`src/rtl/adc_pkg.sv`:
```
// Shared definitions for the multi-channel ADC sequencer: FSM encoding and default sample width.
package adc_pkg;

    localparam int DEF_DW = 10;

    typedef logic [1:0] state_t;

    localparam state_t ST_IDLE   = 2'd0;
    localparam state_t ST_SELECT = 2'd1;
    localparam state_t ST_ARM    = 2'd2;
    localparam state_t ST_WAIT   = 2'd3;

endpackage

```
`src/rtl/adc_sync_edge.sv`:
```
// Two-flop synchroniser for an asynchronous ADC handshake line, plus a rising-edge detector.
module adc_sync_edge (
    input  logic clk,
    input  logic areset,
    input  logic d,
    output logic level,
    output logic rise
);

    logic [2:0] sh;

    // NOTE: non-blocking shift so each flop samples its predecessor's value from before the edge.
    always_ff @(posedge clk or posedge areset) begin
        if (areset) begin
            sh <= '0;
        end else begin
            sh <= {sh[1:0], d};
        end
    end

    assign level = sh[1];
    assign rise  = sh[1] & ~sh[2];

endmodule

```
`src/rtl/adc_seq_controller.sv`:
```
// Round-robin multi-channel ADC sequencer: selects, starts, waits for data, optionally averages,
// and publishes one tagged result strobe per channel, with a per-conversion timeout.
module adc_seq_controller #(
    parameter int DW       = adc_pkg::DEF_DW,
    parameter int NCH      = 4,
    parameter int CHW      = 2,
    parameter int AVG_LOG2 = 0,
    parameter int TO_W     = 8
) (
    input  logic           clk,
    input  logic           areset,
    input  logic           adc_en,
    input  logic [NCH-1:0] ch_mask,
    input  logic           adc_ready,
    input  logic           adc_dvalid,
    input  logic [DW-1:0]  adc_data_in,
    output logic           adc_start,
    output logic [CHW-1:0] adc_ch_sel,
    output logic [DW-1:0]  adc_data_out,
    output logic [CHW-1:0] adc_ch_out,
    output logic           adc_strb,
    output logic           adc_timeout,
    output logic           busy
);

    import adc_pkg::*;

    localparam int AW    = DW + AVG_LOG2;
    localparam int CNT_W = (AVG_LOG2 > 0) ? AVG_LOG2 : 1;
    localparam logic [CNT_W-1:0] CNT_LAST = CNT_W'((1 << AVG_LOG2) - 1);
    localparam logic [TO_W-1:0]  TO_LAST  = TO_W'((64'd1 << TO_W) - 64'd2);

    state_t           state;
    logic [CHW-1:0]   ptr;
    logic [AW-1:0]    acc;
    logic [AW-1:0]    sum;
    logic [CNT_W-1:0] cnt;
    logic [TO_W-1:0]  to_cnt;

    logic ready_s;
    logic dv_rise;
    logic unused_ready_rise;
    logic unused_dv_level;

    adc_sync_edge u_ready_sync (
        .clk    (clk),
        .areset (areset),
        .d      (adc_ready),
        .level  (ready_s),
        .rise   (unused_ready_rise)
    );

    adc_sync_edge u_dvalid_sync (
        .clk    (clk),
        .areset (areset),
        .d      (adc_dvalid),
        .level  (unused_dv_level),
        .rise   (dv_rise)
    );

    // First enabled channel at or after 'from', wrapping at NCH.
    function automatic logic [CHW-1:0] next_ch(input logic [NCH-1:0] mask,
                                               input logic [CHW-1:0] from);
        logic [CHW-1:0] pick;
        logic [NCH-1:0] rot;
        logic           hit;
        int             idx;
        pick = from;
        hit  = 1'b0;
        for (int i = 0; i < NCH; i++) begin
            idx = (int'(from) + i) % NCH;
            rot = mask >> idx;
            if (!hit && rot[0]) begin
                pick = CHW'(idx);
                hit  = 1'b1;
            end
        end
        return pick;
    endfunction

    function automatic logic [CHW-1:0] wrap_inc(input logic [CHW-1:0] ch);
        return (int'(ch) == NCH - 1) ? '0 : ch + CHW'(1);
    endfunction

    assign sum  = acc + AW'(adc_data_in);
    assign busy = (state != ST_IDLE);

    always_ff @(posedge clk or posedge areset) begin
        if (areset) begin
            state        <= ST_IDLE;
            ptr          <= '0;
            acc          <= '0;
            cnt          <= '0;
            to_cnt       <= '0;
            adc_start    <= 1'b0;
            adc_ch_sel   <= '0;
            adc_data_out <= '0;
            adc_ch_out   <= '0;
            adc_strb     <= 1'b0;
            adc_timeout  <= 1'b0;
        end else begin
            // NOTE: pulse outputs default low every cycle, so any branch that raises one yields a single-cycle strobe.
            adc_start   <= 1'b0;
            adc_strb    <= 1'b0;
            adc_timeout <= 1'b0;

            if (state != ST_IDLE && !adc_en) begin
                state <= ST_IDLE;
                acc   <= '0;
                cnt   <= '0;
            end else begin
                case (state)
                    ST_IDLE: begin
                        if (adc_en && (|ch_mask)) state <= ST_SELECT;
                    end
                    ST_SELECT: begin
                        if (|ch_mask) begin
                            adc_ch_sel <= next_ch(ch_mask, ptr);
                            state      <= ST_ARM;
                        end else begin
                            state <= ST_IDLE;
                        end
                    end
                    ST_ARM: begin
                        if (ready_s) begin
                            adc_start <= 1'b1;
                            to_cnt    <= '0;
                            state     <= ST_WAIT;
                        end
                    end
                    ST_WAIT: begin
                        // A sample arriving on the timeout cycle takes priority.
                        if (dv_rise) begin
                            if (cnt == CNT_LAST) begin
                                adc_data_out <= DW'(sum >> AVG_LOG2);
                                adc_ch_out   <= adc_ch_sel;
                                adc_strb     <= 1'b1;
                                acc          <= '0;
                                cnt          <= '0;
                                ptr          <= wrap_inc(adc_ch_sel);
                                state        <= ST_SELECT;
                            end else begin
                                acc   <= sum;
                                cnt   <= cnt + CNT_W'(1);
                                state <= ST_ARM;
                            end
                        end else if (to_cnt == TO_LAST) begin
                            adc_timeout <= 1'b1;
                            acc         <= '0;
                            cnt         <= '0;
                            ptr         <= wrap_inc(adc_ch_sel);
                            state       <= ST_SELECT;
                        end else begin
                            to_cnt <= to_cnt + TO_W'(1);
                        end
                    end
                    default: state <= ST_IDLE;
                endcase
            end
        end
    end

endmodule

```
`config.mk`:
```
export PLATFORM = sky130hd
export DESIGN_NAME = adc_seq_controller
export DESIGN_NICKNAME = d
export VERILOG_FILES = /design/src/rtl/adc_pkg.sv /design/src/rtl/adc_sync_edge.sv /design/src/rtl/adc_seq_controller.sv
export SDC_FILE = /design/constraint.sdc
export NUM_CORES = 1
export LEC_CHECK = 0
export ABC_AREA = 0
export BUFFER_PORTS_ARGS = -buffer_cell sky130_fd_sc_hd__buf_2
export CAP_MARGIN = 20
export CORE_MARGIN = 4
export CORE_UTILIZATION = 45
export DETAILED_ROUTE_END_ITERATION = 8
export PLACE_DENSITY = 0.77
export SLEW_MARGIN = 20
export SYNTH_ARGS = -nofsm -noshare
export SYNTH_HDL_FRONTEND = slang
export SYNTH_SLANG_ARGS = --single-unit
```
`constraint.sdc`:
```
create_clock -name clk -period 3.5 [get_ports clk]
set_input_delay 1.05 -clock clk [delete_from_list [all_inputs] [get_ports clk]]
set_output_delay 1.05 -clock clk [all_outputs]
set_load 0.005 [all_outputs]
```
==> flow_summary.toml, run 1 <==
[finish]
fin_nets = 199
area_growth_pct = 21.3
fill_cells = 287
drive_above_1_share = 0.354
fin_cells = 224
diodes = 0
finalInstanceArea_mm2 = 0.00189
fin_util = 0.565
seq_area_um2 = 851
multi_input_area_um2 = 658

[drt]
drc = 0
drt-initial-drc-count = 67
wire_per_inst_um = 14.3
vias_per_cell = 5.37
vias = 1202
routed_wl_um = 3210
postRouteAntennaNets = 0
dr.pass1.iters = 4

[yosys]
yosysWarnings = 0
seq_area_frac_synth = 0.547
synth_fp_nets = 157
ys_types = 34
synth_ff_type = "dfrtp_1"
synth-async-reset-ratio = 1.00
avgSynthCellArea_um2 = 11.5
ys_ff_latch = 34
synth_enable_flop_cells = 0
synthCells = 135
netlist_area_mm2 = 0.00156

[power_and_ir_drop]
power_mw = 1.20
p_leak_nw = 0.908
power_density_mw_per_mm2 = 634
vdd_drop_max_mv = 0.394

[placement]
portBuffers = 36
gp_congestion = 0.859
placed_area_mm2 = 0.00178
hpwl_um = 2320
placedCellCount = 216

[clock_tree]
cts_sinks = 34
numCtsBuffers = 5
cts-htree-levels = 2
cts-root-buf = "clkbuf_4"
cts_tree = "done"
cts_buffer_depth = 2
clk_pin_slew_ps = 110
clk_latency_ps = 330
post_cts_buffers = 0
cts_resized = 0
cts.hold.buffers_added = 0

[floorplan]
dieWidth_um = 66.8
io_pins = 37
dieArea_mm2 = 0.00446
fp.dieH_um = 66.8
initial_core_util = 0.466
core_area_mm2 = 0.00334
rows = 21

[timing]
worstMarginPinSlew_ps = 558
finalSetupViolCount = 0
fin_setup_tns_ps = 0
slew_headroom = 0.626
max_freq_mhz = 430
rsz0062_at_grt = "no"
period_needed_ps = 2330
finalMaxSlewViolations = 0
clock_skew_ps = 6.13
finalCritPeriodShare = 0.665
hold_violations = 0

[setup_path]
arrival_ps = 1280
start_kind = "flip-flop"
cp_max_fo = 9
cp-end-kind = "output port"
worst-setup-path-type = "reg -> out"
critPathRequiredTime_ps = 2450

[grt]
grt_max_degree = 35
antenna_found_initial = 0
grt_usage = 0.162
first_global_vias = 1238
gr-total-overflow = 0
gr-usage-met1 = 0.178
grt_util_met2 = 0.271
grt_use_met3 = 0.0540
top_usage_layer = "met2"
grt_pass1_wl_um = 5370

[status]
outcome = "finished clean"

[worst_hold_path]
hold_path_class = "reg -> reg"

[run]
maxCapViolCount = 0
==> path summary, 6_finish.rpt <==
kind / end / from / cells after the start / slack [ps]
min reg2reg: u_ready_sync.sh[1] / u_ready_sync.sh[0] / 0 / 360
min in group asynchronous: adc_strb / areset / 3 / 780
min: u_ready_sync.sh[1] / u_ready_sync.sh[0] / 0 / 360
max in group asynchronous: ptr[1] / areset / 3 / 2420
max: busy / state[0] / 2 / 1170
max reg2reg: to_cnt[0] / to_cnt[0] / 6 / 1630
==> power by group <==
part / switching (mW) / total [mW] / leakage, nW / internal (mW)
combinational: 0.120 / 0.269 / 0.403 / 0.150
clock: 0.136 / 0.359 / 0.0554 / 0.223
sequential: 0.0804 / 0.567 / 0.450 / 0.487
==> cells in the mapped netlist (2+ instances only) <==
cell	number	area (µm²)
nand3b_1	2	15.0
inv_1	5	18.8
a21oi_1	9	45.0
o31ai_1	2	15.0
mux2_2	14	158
nand2_1	9	33.8
ha_1	3	37.5
o21ai_0	7	35.0
or4_1	3	22.5
nor2_1	8	30.0
nand3_1	6	30.0
nand2b_1	3	18.8
dfrtp_1	34	851
o41ai_1	3	26.3
nor2b_1	4	25.0
nand4b_1	3	26.3
nor4_1	2	12.5
buf_6	2	22.5
==> metal layers <==
layer,up-vias,part of all wire
li1,577,-
met1,571,0.40
met2,44,0.52
met3,10,0.053
met4,0,0.030
met5,-,0
==> per-stage QoR <==
step                      setup slack (ps)  hold slack, ps
after floorplan                       1340             331
after global routing                  1080             365
final                                 1170             361
after CTS                             1140             362
after detailed placement              1120             338
after global placement                1160             333
==> sequential cells by signal (all words and copies together) (netlist names) <==
name	flops
adc_data_out	10
u_ready_sync.sh	2
adc_ch_sel	2
adc_start	1
adc_strb	1
adc_ch_out	2
u_dvalid_sync.sh	3
to_cnt	8
state	2
adc_timeout	1
ptr	2
==> critical path: stages, from the launching register on <==
cell and delay [ps]:
dfrtp_1 500, or2_2 330, buf_2 130
==> final cells by class <==
type / count / area share
clock inverters: 3 / 0.0365
inverters: 5 / 0.00995
well taps: 46 / 0.0305
repair buffers: 38 / 0.103
clock buffers: 5 / 0.0199
flip-flops and latches: 34 / 0.451
multi-input cells: 93 / 0.349
==> cells by family (layout without fill, tap and decap cells) <==
kind of cell / count (synthesis) / after routing / share of synthesized area
mux: 14 / 14 / 0.101
fa+ha+maj: 3 / 3 / 0.0241
simple gates: 48 / 48 / 0.175
flops: 34 / 34 / 0.547
compound gates: 28 / 28 / 0.122
buf+inv: 8 / 51 / 0.0298
==> placed cells by master, fill, tap and decap left out, drive strengths merged, types with 2 or more instances in the layout <==
cell    count
buf        38
dfrtp      34
mux2       14
nand2       9
a21oi       9
nor2        8
o21ai       7
nand3       6
inv         5
clkbuf      5
nor2b       4
o41ai       3
nand4b      3
or4         3
nand2b      3
ha          3
nand3b      2
nor4        2
o31ai       2
bufinv      2
nor3        2
or2         2
Note: power is estimated with default switching activity, not from simulation.
==> run 2: changes to the inputs <==
Settings changed: ABC_AREA 0 to 1, PLACE_DENSITY 0.77 to 0.78.
Clock period 3.5 ns to 2 ns, I/O delays scaled along.
==> flow_summary.toml, run 2 <==
[placement]
placed_area_mm2 = 0.00197
gp_congestion = 0.785
hpwl_um = 2690
portBuffers = 36
pre_cts_ws_ps = 385

[finish]
drive_above_1_share = 0.264
layout_common_cells = "nand2_1 (94), buf_2 (36), dfrtp_1 (34), inv_1 (18), nand3_1 (14)"
area_growth_pct = 18.6
final_common_cell = "nand2_1"
fill_cells = 364
diodes = 0
finalInstanceArea_mm2 = 0.00208
fin_util = 0.561
largest_register = "adc_data_out"
largest_reg_flops = 10
top_regs = "adc_data_out x10, to_cnt x8, u_dvalid_sync.sh x3"
fin_nets = 283

[power_and_ir_drop]
swShare = 0.371
vdd_drop_max_mv = 0.546
netSwitchingPower_mw = 0.953
power_density_mw_per_mm2 = 1230
comb_power_share = 0.357
p_int_mw = 1.62
power_frac_clock = 0.247
p_leak_nw = 1.17
seqPwrFrac = 0.397

[grt]
grt_usage = 0.161
grt_pass1_wl_um = 6420
grt_max_degree = 35
first_global_vias = 1542
antenna_found_initial = 0
gr-total-overflow = 0

[clock_tree]
cts_sinks = 34
clk_latency_ps = 280
post_cts_buffers = 0
cts_resized = 0
cts_buffer_depth = 2
numCtsBuffers = 5
clk_pin_slew_ps = 70
cts-htree-levels = 2
cts_tree = "done"
cts.hold.buffers_added = 0
cts-root-buf = "clkbuf_8"

[timing]
hold_violations = 0
max_freq_mhz = 626
worstMarginPinSlew_ps = 426
period_needed_ps = 1600
finalCritPeriodShare = 0.798
fin_setup_tns_ps = 0
slew_headroom = 0.716
fin_ws_ps = 404
rsz0062_at_grt = "no"
clock_skew_ps = 5.42
finalMaxSlewViolations = 0
finalSetupViolCount = 0

[yosys]
synth_top_area_frac = 0.484
ys_ff_latch = 34
ys_top_cells_by_count = "nand2_1 (94), dfrtp_1 (34), inv_1 (18)"
synthTopCellsByArea = "dfrtp_1 (48%), nand2_1 (20%), nand3_1 (4.0%), inv_1 (3.8%), nand2_2 (3.6%)"
yosysMostFrequentCell = "nand2_1"
netlist_area_mm2 = 0.00176
seq_area_frac_synth = 0.484
synth.largest_area_cell = "dfrtp_1"
ys_types = 26
synth_fp_nets = 242
avgSynthCellArea_um2 = 7.98
yosysWarnings = 0
synth_enable_flop_cells = 0
synth-async-reset-ratio = 1.00
synthCells = 220
synth_ff_type = "dfrtp_1"

[floorplan]
io_pins = 37
dieWidth_um = 70.5
dieArea_mm2 = 0.00497
fp.dieH_um = 70.5
rows = 22
core_area_mm2 = 0.00372
initial_core_util = 0.473

[drt]
wire_per_inst_um = 11.5
routed_wl_um = 3540
postRouteAntennaNets = 0
dr.pass1.iters = 4
vias = 1456
drc = 0
vias_per_cell = 4.71
drt-initial-drc-count = 76

[worst_hold_path]
hold_path_class = "reg -> reg"
min_from = "u_ready_sync.sh[0]"

[setup_path]
arrival_ps = 1000
worst-path-buf-inv = 2
start_kind = "flip-flop"
worst_path_max_delay_cell = "dfrtp_1"
critPathTopFamily = "flip-flops"
cp_max_fo = 4
cp-end-kind = "output port"
critPathRequiredTime_ps = 1400
crit_chain = "nor2_1, inv_1, buf_2"
r2r_start = "ptr[0]"
slowest_delay_ps = 410
startpoint = "state[0]"
r2r_slack_ps = 470
worst-setup-path-type = "reg -> out"

[status]
outcome = "finished clean"

[run]
maxCapViolCount = 0
## run 2: path summary, 6_finish.rpt
path | end | depth (start not counted)
max | busy | 3
min reg2reg | u_ready_sync.sh[1] | 0
max reg2reg | adc_ch_sel[1] | 12
max in group asynchronous | adc_data_out[9] | 3
min | u_ready_sync.sh[1] | 0
min in group asynchronous | to_cnt[6] | 3
## run 2: layout make-up
class,instances,area [µm²],share of cell area
flip-flops and latches,34,851,0.408
multi-input cells,161,783,0.376
repair buffers,38,195,0.0937
clock buffers,6,82.6,0.0396
inverters,21,81.3,0.0390
well taps,48,60.1,0.0288
clock inverters,1,30.0,0.0144
## run 2: metal layers
layer	track usage	up-vias	wire length (µm)
met5	0	-	0
met4	0.0830	0	89
met3	0.0374	9	162
met2	0.261	25	1750
met1	0.199	662	1540
li1	-	760	-
## run 2: through the flow
step / hold slack (ps) / instances / power [mW]
after global routing: 360 / 309 / 2.78
after detailed placement: 335 / 302 / 1.95
after CTS: 350 / 309 / 2.60
after floorplan: 331 / 220 / 1.67
final: 349 / 309 / 2.57
after global placement: 334 / 302 / 1.91
## run 2: power groups by stage
stage               sequential [mW]  combinational (mW)  clock [mW]
finish                         1.02               0.917       0.634
global route                   1.05                1.06       0.674
floorplan                     0.998               0.671           0
detailed placement             1.03               0.924           0
CTS                            1.02               0.928       0.645
global placement               1.03               0.883           0
## run 2: kinds of logic (layout without fill, tap and decap cells)
family / after synthesis / count (layout) / synth area share
DFF: 34 / 34 / 0.484
and+or+nand+nor: 142 / 142 / 0.358
buffers and inverters: 25 / 66 / 0.0698
AOI/OAI and AO/OA: 13 / 13 / 0.0513
xor gates and xnor gates: 3 / 3 / 0.0150
adders and majority gates: 3 / 3 / 0.0214
## run 2: worst register-to-register path, delay by kind of cell, from the launching register on
| kind | cells | cell delay, ps |
|---|---|---|
| and+or+nand+nor | 11 | 780 |
| DFF | 1 | 500 |
| buffers and inverters | 1 | 140 |
